## src/rtl/xfer_pkg.sv

```systemverilog
// Shared types and encodings for the SDRAM <-> SRAM row transfer sequencer.
// Mode encodings match what address_calc decodes on its sram_mode/sdram_mode inputs.
package xfer_pkg;

    localparam int XFER_DATA_W = 32;
    localparam int XFER_CNT_W  = 13;

    localparam logic SRAM_ROWCACHE = 1'b1;
    localparam logic SRAM_OUTPUT   = 1'b0;
    localparam logic SDRAM_READ    = 1'b1;
    localparam logic SDRAM_WRITE   = 1'b0;

    typedef enum logic [2:0] {
        IDLE  = 3'd0,
        LD_RD = 3'd1,
        LD_WR = 3'd2,
        ST_RD = 3'd3,
        ST_WR = 3'd4,
        DONE  = 3'd5
    } xfer_state_t;

endpackage

```

## src/rtl/xfer_counter.sv

```systemverilog
// Clearable up-counter whose at_last flag says the next increment reaches term,
// so the FSM can decide on the same edge that performs the increment.
module xfer_counter
    import xfer_pkg::*;
#(
    parameter int CNT_W = XFER_CNT_W
) (
    input  logic             clk,
    input  logic             rst,
    input  logic             clr,
    input  logic             inc,
    input  logic [CNT_W-1:0] term,
    output logic             at_last
);

    logic [CNT_W-1:0] cnt;
    logic [CNT_W-1:0] cnt_nxt;

    assign cnt_nxt = cnt + CNT_W'(1);
    assign at_last = (cnt_nxt == term);

    always_ff @(posedge clk or posedge rst) begin
        if (rst)
            cnt <= '0;
        else if (clr)
            cnt <= '0;
        else if (inc)
            cnt <= cnt_nxt;
    end

endmodule

```

## src/rtl/row_transfer_seq.sv

```systemverilog
// Frame sequencer: per row, load image_width words SDRAM->SRAM row cache, then
// store image_width-1 processed words SRAM output region->SDRAM, stepping address_calc.
module row_transfer_seq
    import xfer_pkg::*;
#(
    parameter int DATA_W = XFER_DATA_W,
    parameter int CNT_W  = XFER_CNT_W
) (
    input  logic              clk,
    input  logic              rst,
    input  logic              start,
    input  logic [CNT_W-1:0]  image_width,
    input  logic [CNT_W-1:0]  row_count,
    output logic              ac_start_flag,
    output logic              ac_update,
    output logic              ac_sram_mode,
    output logic              ac_sdram_mode,
    output logic              sdram_req,
    output logic              sdram_we,
    output logic [DATA_W-1:0] sdram_wdata,
    input  logic [DATA_W-1:0] sdram_rdata,
    input  logic              sdram_ack,
    output logic              sram_req,
    output logic              sram_we,
    output logic [DATA_W-1:0] sram_wdata,
    input  logic [DATA_W-1:0] sram_rdata,
    input  logic              sram_ack,
    output logic              busy,
    output logic              done,
    output logic              err
);

    xfer_state_t      state, state_nxt;
    logic [CNT_W-1:0] width_q, rows_q;
    logic [CNT_W-1:0] wrd_term;
    logic [DATA_W-1:0] data_buf;

    logic wrd_clr, wrd_inc, wrd_last;
    logic row_clr, row_inc, row_last;
    logic ld_from_sdram, ld_from_sram;
    logic upd_nxt, start_ok, start_bad;

    // Load phase counts the full row; store phase drops the last word.
    assign wrd_term = (state == LD_RD || state == LD_WR) ? width_q : width_q - CNT_W'(1);

    xfer_counter #(.CNT_W(CNT_W)) u_wrd_cnt (
        .clk     (clk),
        .rst     (rst),
        .clr     (wrd_clr),
        .inc     (wrd_inc),
        .term    (wrd_term),
        .at_last (wrd_last)
    );

    xfer_counter #(.CNT_W(CNT_W)) u_row_cnt (
        .clk     (clk),
        .rst     (rst),
        .clr     (row_clr),
        .inc     (row_inc),
        .term    (rows_q),
        .at_last (row_last)
    );

    always_ff @(posedge clk or posedge rst) begin
        if (rst)
            state <= IDLE;
        else
            state <= state_nxt;
    end

    always_comb begin
        state_nxt     = state;
        sdram_req     = 1'b0;
        sdram_we      = 1'b0;
        sram_req      = 1'b0;
        sram_we       = 1'b0;
        ac_sram_mode  = SRAM_OUTPUT;
        ac_sdram_mode = SDRAM_WRITE;
        done          = 1'b0;
        wrd_clr       = 1'b0;
        wrd_inc       = 1'b0;
        row_clr       = 1'b0;
        row_inc       = 1'b0;
        ld_from_sdram = 1'b0;
        ld_from_sram  = 1'b0;
        upd_nxt       = 1'b0;
        start_ok      = 1'b0;
        start_bad     = 1'b0;
        case (state)
            IDLE: begin
                if (start) begin
                    if (image_width < CNT_W'(2) || row_count == '0) begin
                        start_bad = 1'b1;
                        state_nxt = DONE;
                    end else begin
                        start_ok  = 1'b1;
                        wrd_clr   = 1'b1;
                        row_clr   = 1'b1;
                        state_nxt = LD_RD;
                    end
                end
            end
            LD_RD: begin
                sdram_req     = 1'b1;
                ac_sdram_mode = SDRAM_READ;
                ac_sram_mode  = SRAM_ROWCACHE;
                if (sdram_ack) begin
                    ld_from_sdram = 1'b1;
                    state_nxt     = LD_WR;
                end
            end
            LD_WR: begin
                sram_req      = 1'b1;
                sram_we       = 1'b1;
                ac_sdram_mode = SDRAM_READ;
                ac_sram_mode  = SRAM_ROWCACHE;
                if (sram_ack) begin
                    upd_nxt = 1'b1;
                    if (wrd_last) begin
                        wrd_clr   = 1'b1;
                        state_nxt = ST_RD;
                    end else begin
                        wrd_inc   = 1'b1;
                        state_nxt = LD_RD;
                    end
                end
            end
            ST_RD: begin
                sram_req = 1'b1;
                if (sram_ack) begin
                    ld_from_sram = 1'b1;
                    state_nxt    = ST_WR;
                end
            end
            ST_WR: begin
                sdram_req = 1'b1;
                sdram_we  = 1'b1;
                if (sdram_ack) begin
                    upd_nxt = 1'b1;
                    if (wrd_last) begin
                        wrd_clr   = 1'b1;
                        row_inc   = 1'b1;
                        state_nxt = row_last ? DONE : LD_RD;
                    end else begin
                        wrd_inc   = 1'b1;
                        state_nxt = ST_RD;
                    end
                end
            end
            DONE: begin
                done      = 1'b1;
                state_nxt = IDLE;
            end
            default: state_nxt = IDLE;
        endcase
    end

    assign busy        = (state != IDLE);
    assign sdram_wdata = data_buf;
    assign sram_wdata  = data_buf;

    always_ff @(posedge clk or posedge rst) begin
        if (rst) begin
            width_q       <= '0;
            rows_q        <= '0;
            data_buf      <= '0;
            ac_start_flag <= 1'b0;
            ac_update     <= 1'b0;
            err           <= 1'b0;
        end else begin
            ac_start_flag <= start_ok;
            ac_update     <= upd_nxt;
            if (start_ok) begin
                width_q <= image_width;
                rows_q  <= row_count;
                err     <= 1'b0;
            end else if (start_bad) begin
                err     <= 1'b1;
            end
            if (ld_from_sdram)
                data_buf <= sdram_rdata;
            else if (ld_from_sram)
                data_buf <= sram_rdata;
        end
    end

endmodule
```

## config.mk

```make
export PLATFORM = sky130hd
export DESIGN_NAME = row_transfer_seq
export DESIGN_NICKNAME = d
export VERILOG_FILES = /design/src/rtl/xfer_pkg.sv /design/src/rtl/xfer_counter.sv /design/src/rtl/row_transfer_seq.sv
export SDC_FILE = /design/constraint.sdc
export NUM_CORES = 1
export LEC_CHECK = 0
export CAP_MARGIN = 40
export CELL_PAD_IN_SITES_DETAIL_PLACEMENT = 1
export CELL_PAD_IN_SITES_GLOBAL_PLACEMENT = 2
export CORE_UTILIZATION = 25
export DETAILED_ROUTE_END_ITERATION = 7
export HOLD_SLACK_MARGIN = 0.02
export MAX_ROUTING_LAYER = met4
export PLACE_DENSITY_LB_ADDON = 0.1
export SKIP_CTS_REPAIR_TIMING = 1
export SYNTH_ARGS = -nofsm -noshare
export SYNTH_HDL_FRONTEND = slang
export SYNTH_SLANG_ARGS = --single-unit
```

## constraint.sdc

```tcl
create_clock -name clk -period 3.2 [get_ports clk]
set_clock_uncertainty 0.15 [all_clocks]
set_input_delay 0.64 -clock clk [delete_from_list [all_inputs] [get_ports clk]]
set_output_delay 0.64 -clock clk [all_outputs]
set_load 0.005 [all_outputs]
```

After elaboration in Yosys (flattened, before gate mapping) --
Cells that the tools add are included. Widths: inputs -> output; s select.
Storage, ports and cells: register bits after elaboration 90, input port bits 95
Operators by class: equality and inequality tests 12, mux-type cells 45, add/sub/neg operators 3, reductions and logical operators 13, $lt $le $gt $ge 1
Operator list (count):
- $mux 13 | 5
- $mux 32 | 2
- $add 13x1->13 const B | 2
- $eq 13x13->1 | 2
- $mux 1 | 25
- $mux 3 | 8
- $pmux 3 s5 | 1
- $logic_not 13->1 | 1
- $lt 13x2->1 const B | 1
- $sub 13x1->13 const B | 1
- $ne 2x2->1 const B | 5
- $reduce_bool 2->1 | 4
- $eq 3x2->1 const B | 2
- $eq 3x3->1 const B | 2
- $reduce_or 2->1 | 3
- $reduce_and 5->1 | 1
- $pmux 1 s2 | 2
- $eq 3x1->1 const B | 1
- $logic_not 3->1 | 1
- $pmux 1 s3 | 1
- $reduce_bool 3->1 | 1
- $logic_or 1x1->1 | 2
- $mux 2 | 1

Logic depth before layout (Yosys ltp) --
Gate-level depths: netlist of run 1.
word-level depth 9, mapped depth 12, depth with buffers taken out 10

Hierarchy --
Synthesis of run 1 repeated with hierarchy kept, for this count alone.
Second synthesis, totals: cell total of the unflattened synthesis 558, area total of the unflattened synthesis 5549.1 um^2
Modules (own cells, without submodules):
- row_transfer_seq | times used 1, area each 3472.1 um^2, cells each 322
- xfer_counter at u_wrd_cnt | times used 1, area each 1043.5 um^2, cells each 117
- xfer_counter at u_row_cnt | times used 1, area each 1033.5 um^2, cells each 119

Least setup slack after synthesis of run 1 --
Ideal clock, no wire load.
kind register to register, start reg u_wrd_cnt.cnt[0], end reg u_row_cnt.cnt[5], required time 2.926 ns, arrival time 3.074 ns, stages on the path, launching flop included 12, path buffers 2, slack -0.148 ns, library setup time 0.124 ns, clock period less this slack 3.348 ns, cell sequence dfrtp_1 -> ha_1 -> nand3_2 -> or4_4 -> a211oi_2 -> nor4b_2 -> a31oi_1 -> or4_1 -> buf_2 -> and2_4 -> buf_6 -> a211o_1
Between the ends: cells in the longest elaborated chain, start to end 6
RTL lines:
- start: declaration | line xfer_counter.sv:16 | logic [CNT_W-1:0] cnt;
- start signal: assignment | line xfer_counter.sv:28 | cnt <= cnt_nxt;
- $add 13x1->13 | line xfer_counter.sv:19 | assign cnt_nxt = cnt + CNT_W'(1);
- $eq 13x13->1 | line xfer_counter.sv:20 | assign at_last = (cnt_nxt == term);
- $mux 1 | line row_transfer_seq.sv:140 | if (wrd_last) begin
- $mux 1 | line row_transfer_seq.sv:138 | if (sdram_ack) begin
- $mux 1 | line row_transfer_seq.sv:89 | case (state)
- $reduce_bool 2->1 (no source line)
- end signal: assignment | line xfer_counter.sv:28
- end: declaration | line xfer_counter.sv:16
Every way passes these cells. A chain may end at the register's enable or synchronous reset.

Worst setup path after layout of run 1 --
start reg width_q[0], end reg u_row_cnt.cnt[5]
Between the ends: cells in the longest elaborated chain, start to end 7
RTL lines:
- start: declaration | line row_transfer_seq.sv:34 | logic [CNT_W-1:0] width_q, rows_q;
- start signal: assignment | line row_transfer_seq.sv:174 | width_q <= image_width;
- $sub 13x1->13 | line row_transfer_seq.sv:44 | assign wrd_term = (state == LD_RD || state == LD_WR) ? width_q : width_q - CNT_W'(1);
- $mux 13 (*) | line row_transfer_seq.sv:44
- $eq 13x13->1 (*) | line xfer_counter.sv:20
- $mux 1 (*) | line row_transfer_seq.sv:140
- $mux 1 (*) | line row_transfer_seq.sv:138
- $mux 1 (*) | line row_transfer_seq.sv:89
- $reduce_bool 2->1 (no source line) (*)
Mark *: on every way between the ends. The rest lies on a longest branch, timed or not.

==> flow_summary.yaml, run 1 <==
route:
  wire_per_inst_um: 17.0
  drtIter0Drc: 149
  routed_wl_um: 17900
  drcViolationCount: 0
  ant_nets: 0
  vias: 4837
  dr.pass1.iters: 4
  viasPerCell: 4.61
placed_design:
  port-buffer-count: 169
  pre_cts_ws_ps: -9.56
  routabilityCongestion: 0.791
  place_inst: 1025
  dp_hpwl_um: 13600
power_and_ir_drop:
  p_comb_frac: 0.511
  power_density_mw_per_mm2: 777
  switchingPower_uw: 2220
  internal_power_uw: 3910
  sw_frac_of_total: 0.362
  clockPowerShare: 0.178
  seq_power_share: 0.311
  p_leak_uw: 0.00355
  irDropWorstVdd_mv: 0.316
worst_hold_path:
  holdPathStages: 2
  hold_class: "flip-flop to flip-flop"
  hold_start: "rows_q[10]"
final_layout:
  final_common_cell: "clkdlybuf4s50_1"
  area_growth_pct: 46.1
  nets: 869
  layout_common_cells: "clkdlybuf4s50_1, nand2_1, dfrtp_1"
  fillers: 2438
  instances_no_fill: 1050
  drive_above_1_share: 0.126
  antenna_cells: 0
synth:
  syn_area_mm2: 0.00539
  synthCells: 607
  ys_seq_area_frac: 0.418
  synth-async-reset-ratio: 1.00
  yosysWarnings: 0
  ys_ff_latch: 90
  ys.flop_type: "dfrtp_1"
  synth_cell_types: 56
  synth-edff-count: 0
  synth_area_per_cell_um2: 8.89
  synth_nets: 705
clock_network:
  path_clk_slew_ps: 70
  cts_tree: "yes"
  cts.path.max_buffers: 2
  htree_levels: 3
  insertion_delay_ps: 350
  numCtsBuffers: 9
  cts_root_buffer: "clkbuf_16"
  clock_sinks: 90
floorplanning:
  ios: 170
  die_h_um: 149
  fp-row-count: 53
  coreArea_mm2: 0.0211
  fp.dieW_um: 149
  die-area_mm2: 0.0222
  initial_core_util: 0.256
grt:
  grt_overflow: 0
  grt_pass1_vias: 5265
  grt_max_degree: 66
  antenna_found_initial: 0
  grt_pass1_wl_um: 28200
  grt.total_usage: 0.170
run:
  cap_violations: 0
setup_path:
  critPathLaunch: "width_q[0]"
  rrSetupSlack_ps: 60
  r2r-start: "width_q[0]"
  required_ps: 3270
  reg2reg_depth: 10
  cp_max_fo: 5
  critPathArrivalTime_ps: 3210
  end_kind: "flip-flop"
  timing_worst_setup_path_type: "flip-flop to flip-flop"
  crit_end: "u_row_cnt.cnt[5]"
  worstReg2RegEnd: "u_row_cnt.cnt[5]"
  setup.worst_path.start_class: "flip-flop"
timing:
  holdWs_ps: 348
  max_slew.worst_pin.slew_ps: 610
  setup_slack_ps: 60.2
  maxSlewHeadroom: 0.593
  max_freq_mhz: 318
  post-route-period-util: 0.981
  post-route-min-period_ps: 3140
  finalSetupViolations: 0
  rsz0062_at_grt: "true"
  final_max_slew_viol_count: 0
  final_hold_viol_count: 0
status:
  status: "completed"
[synthesized netlist by cell type, types with 4 or more instances]
library cell  count  area [um^2]
nor2_1           18         67.6
nand3_1          18         90.1
or3_1             4         25.0
nor4_1            7         43.8
clkbuf_1         26         97.6
nor3_1           10         50.1
nor3b_1           7         52.6
or2_2             6         37.5
xnor2_1          40          350
inv_1            10         37.5
or4_1             4         30.0
buf_4            33          248
and2_1            8         50.1
a21oi_1          15         75.1
nand4_1           5         31.3
xor2_1           18          158
and3_1            8         50.1
o21ai_0          44          220
a211o_1           4         35.0
nand2_1         135          507
buf_2             4         20.0
nand2b_1          5         31.3
dfrtp_1          90         2250
mux2i_1          33          330
a21o_1           10         75.1
[state kept, by name (all words and copies together) (netlist names)]
signal,flops
sdram_wdata,32
rows_q,13
u_row_cnt.cnt,13
u_wrd_cnt.cnt,13
width_q,13
state,3
ac_start_flag,1
ac_update,1
err,1
[kinds of logic after synthesis]
group,count (synthesis),synth area share
mux,34,0.0633
simple gates,248,0.221
compound gates,97,0.112
xor+xnor,60,0.102
fa+ha+maj,3,0.00696
buf+inv,75,0.0775
flops,90,0.418
[per-layer routing]
metal	track usage	up-vias	share of wire
met5	-	-	0
met4	0.0321	0	0.0082
met3	0.0398	12	0.040
met2	0.287	93	0.50
met1	0.207	2378	0.45
li1	-	2354	-
[stage by stage]
stage	utilization	setup TNS, ps	total power (uW)	cell area, um^2
6_report	0.374	0	6130	7880
5_1_grt	0.374	-329	6610	7880
4_1_cts	0.366	-41.5	6110	7710
3_5_place_dp	0.352	-9.56	4970	7420
3_3_place_gp	0.352	0	4920	7420
2_1_floorplan	-	0	3490	5420
[layout make-up]
type,instances,area (um^2),share of cell area
inverter,10,38.8,0.00492
tap,275,344,0.0437
clock buffer,10,239,0.0303
multi-input combinational,443,2860,0.363
timing repair buffer,217,2090,0.265
clock inverter,5,55.1,0.00698
sequential,90,2250,0.286
[critical path, stage by stage, from the launching register on]
cell and delay (ps):
dfrtp_1 420, inv_1 90, ha_1 180, nor3b_4 210, o211ai_1 190, or3_4 380
xnor2_2 200, nand3_1 110, or4_4 570, and2_4 210, a211o_1 300
[how the worst min path moves through the flow]
stage                  end  slack [ps]
2_1_floorplan  width_q[12]         320
3_3_place_gp     rows_q[9]         340
3_5_place_dp    rows_q[10]         340
4_1_cts         rows_q[10]         360
5_1_grt         rows_q[10]         400
6_report        rows_q[10]         350
[power groups by stage]
stage,registers (uW),clock network [uW],logic [uW]
after floorplan,1830,0,1660
after global placement,1900,0,3020
after detailed placement,1910,0,3050
after CTS,1900,1130,3070
after global routing,1980,1170,3460
final,1910,1090,3130
(Power assumes the default switching activity.)
==> run 2: changes to the inputs <==
--- a/config.mk
+++ b/config.mk
@@ -9,6 +9,7 @@
 export CELL_PAD_IN_SITES_DETAIL_PLACEMENT = 1
 export CELL_PAD_IN_SITES_GLOBAL_PLACEMENT = 2
 export CORE_UTILIZATION = 25
+export CTS_CLUSTER_DIAMETER = 80
 export DETAILED_ROUTE_END_ITERATION = 7
 export HOLD_SLACK_MARGIN = 0.02
 export MAX_ROUTING_LAYER = met4
==> results of run 2 <==
The final DEF is identical to that of run 1; final timing and power are the same.
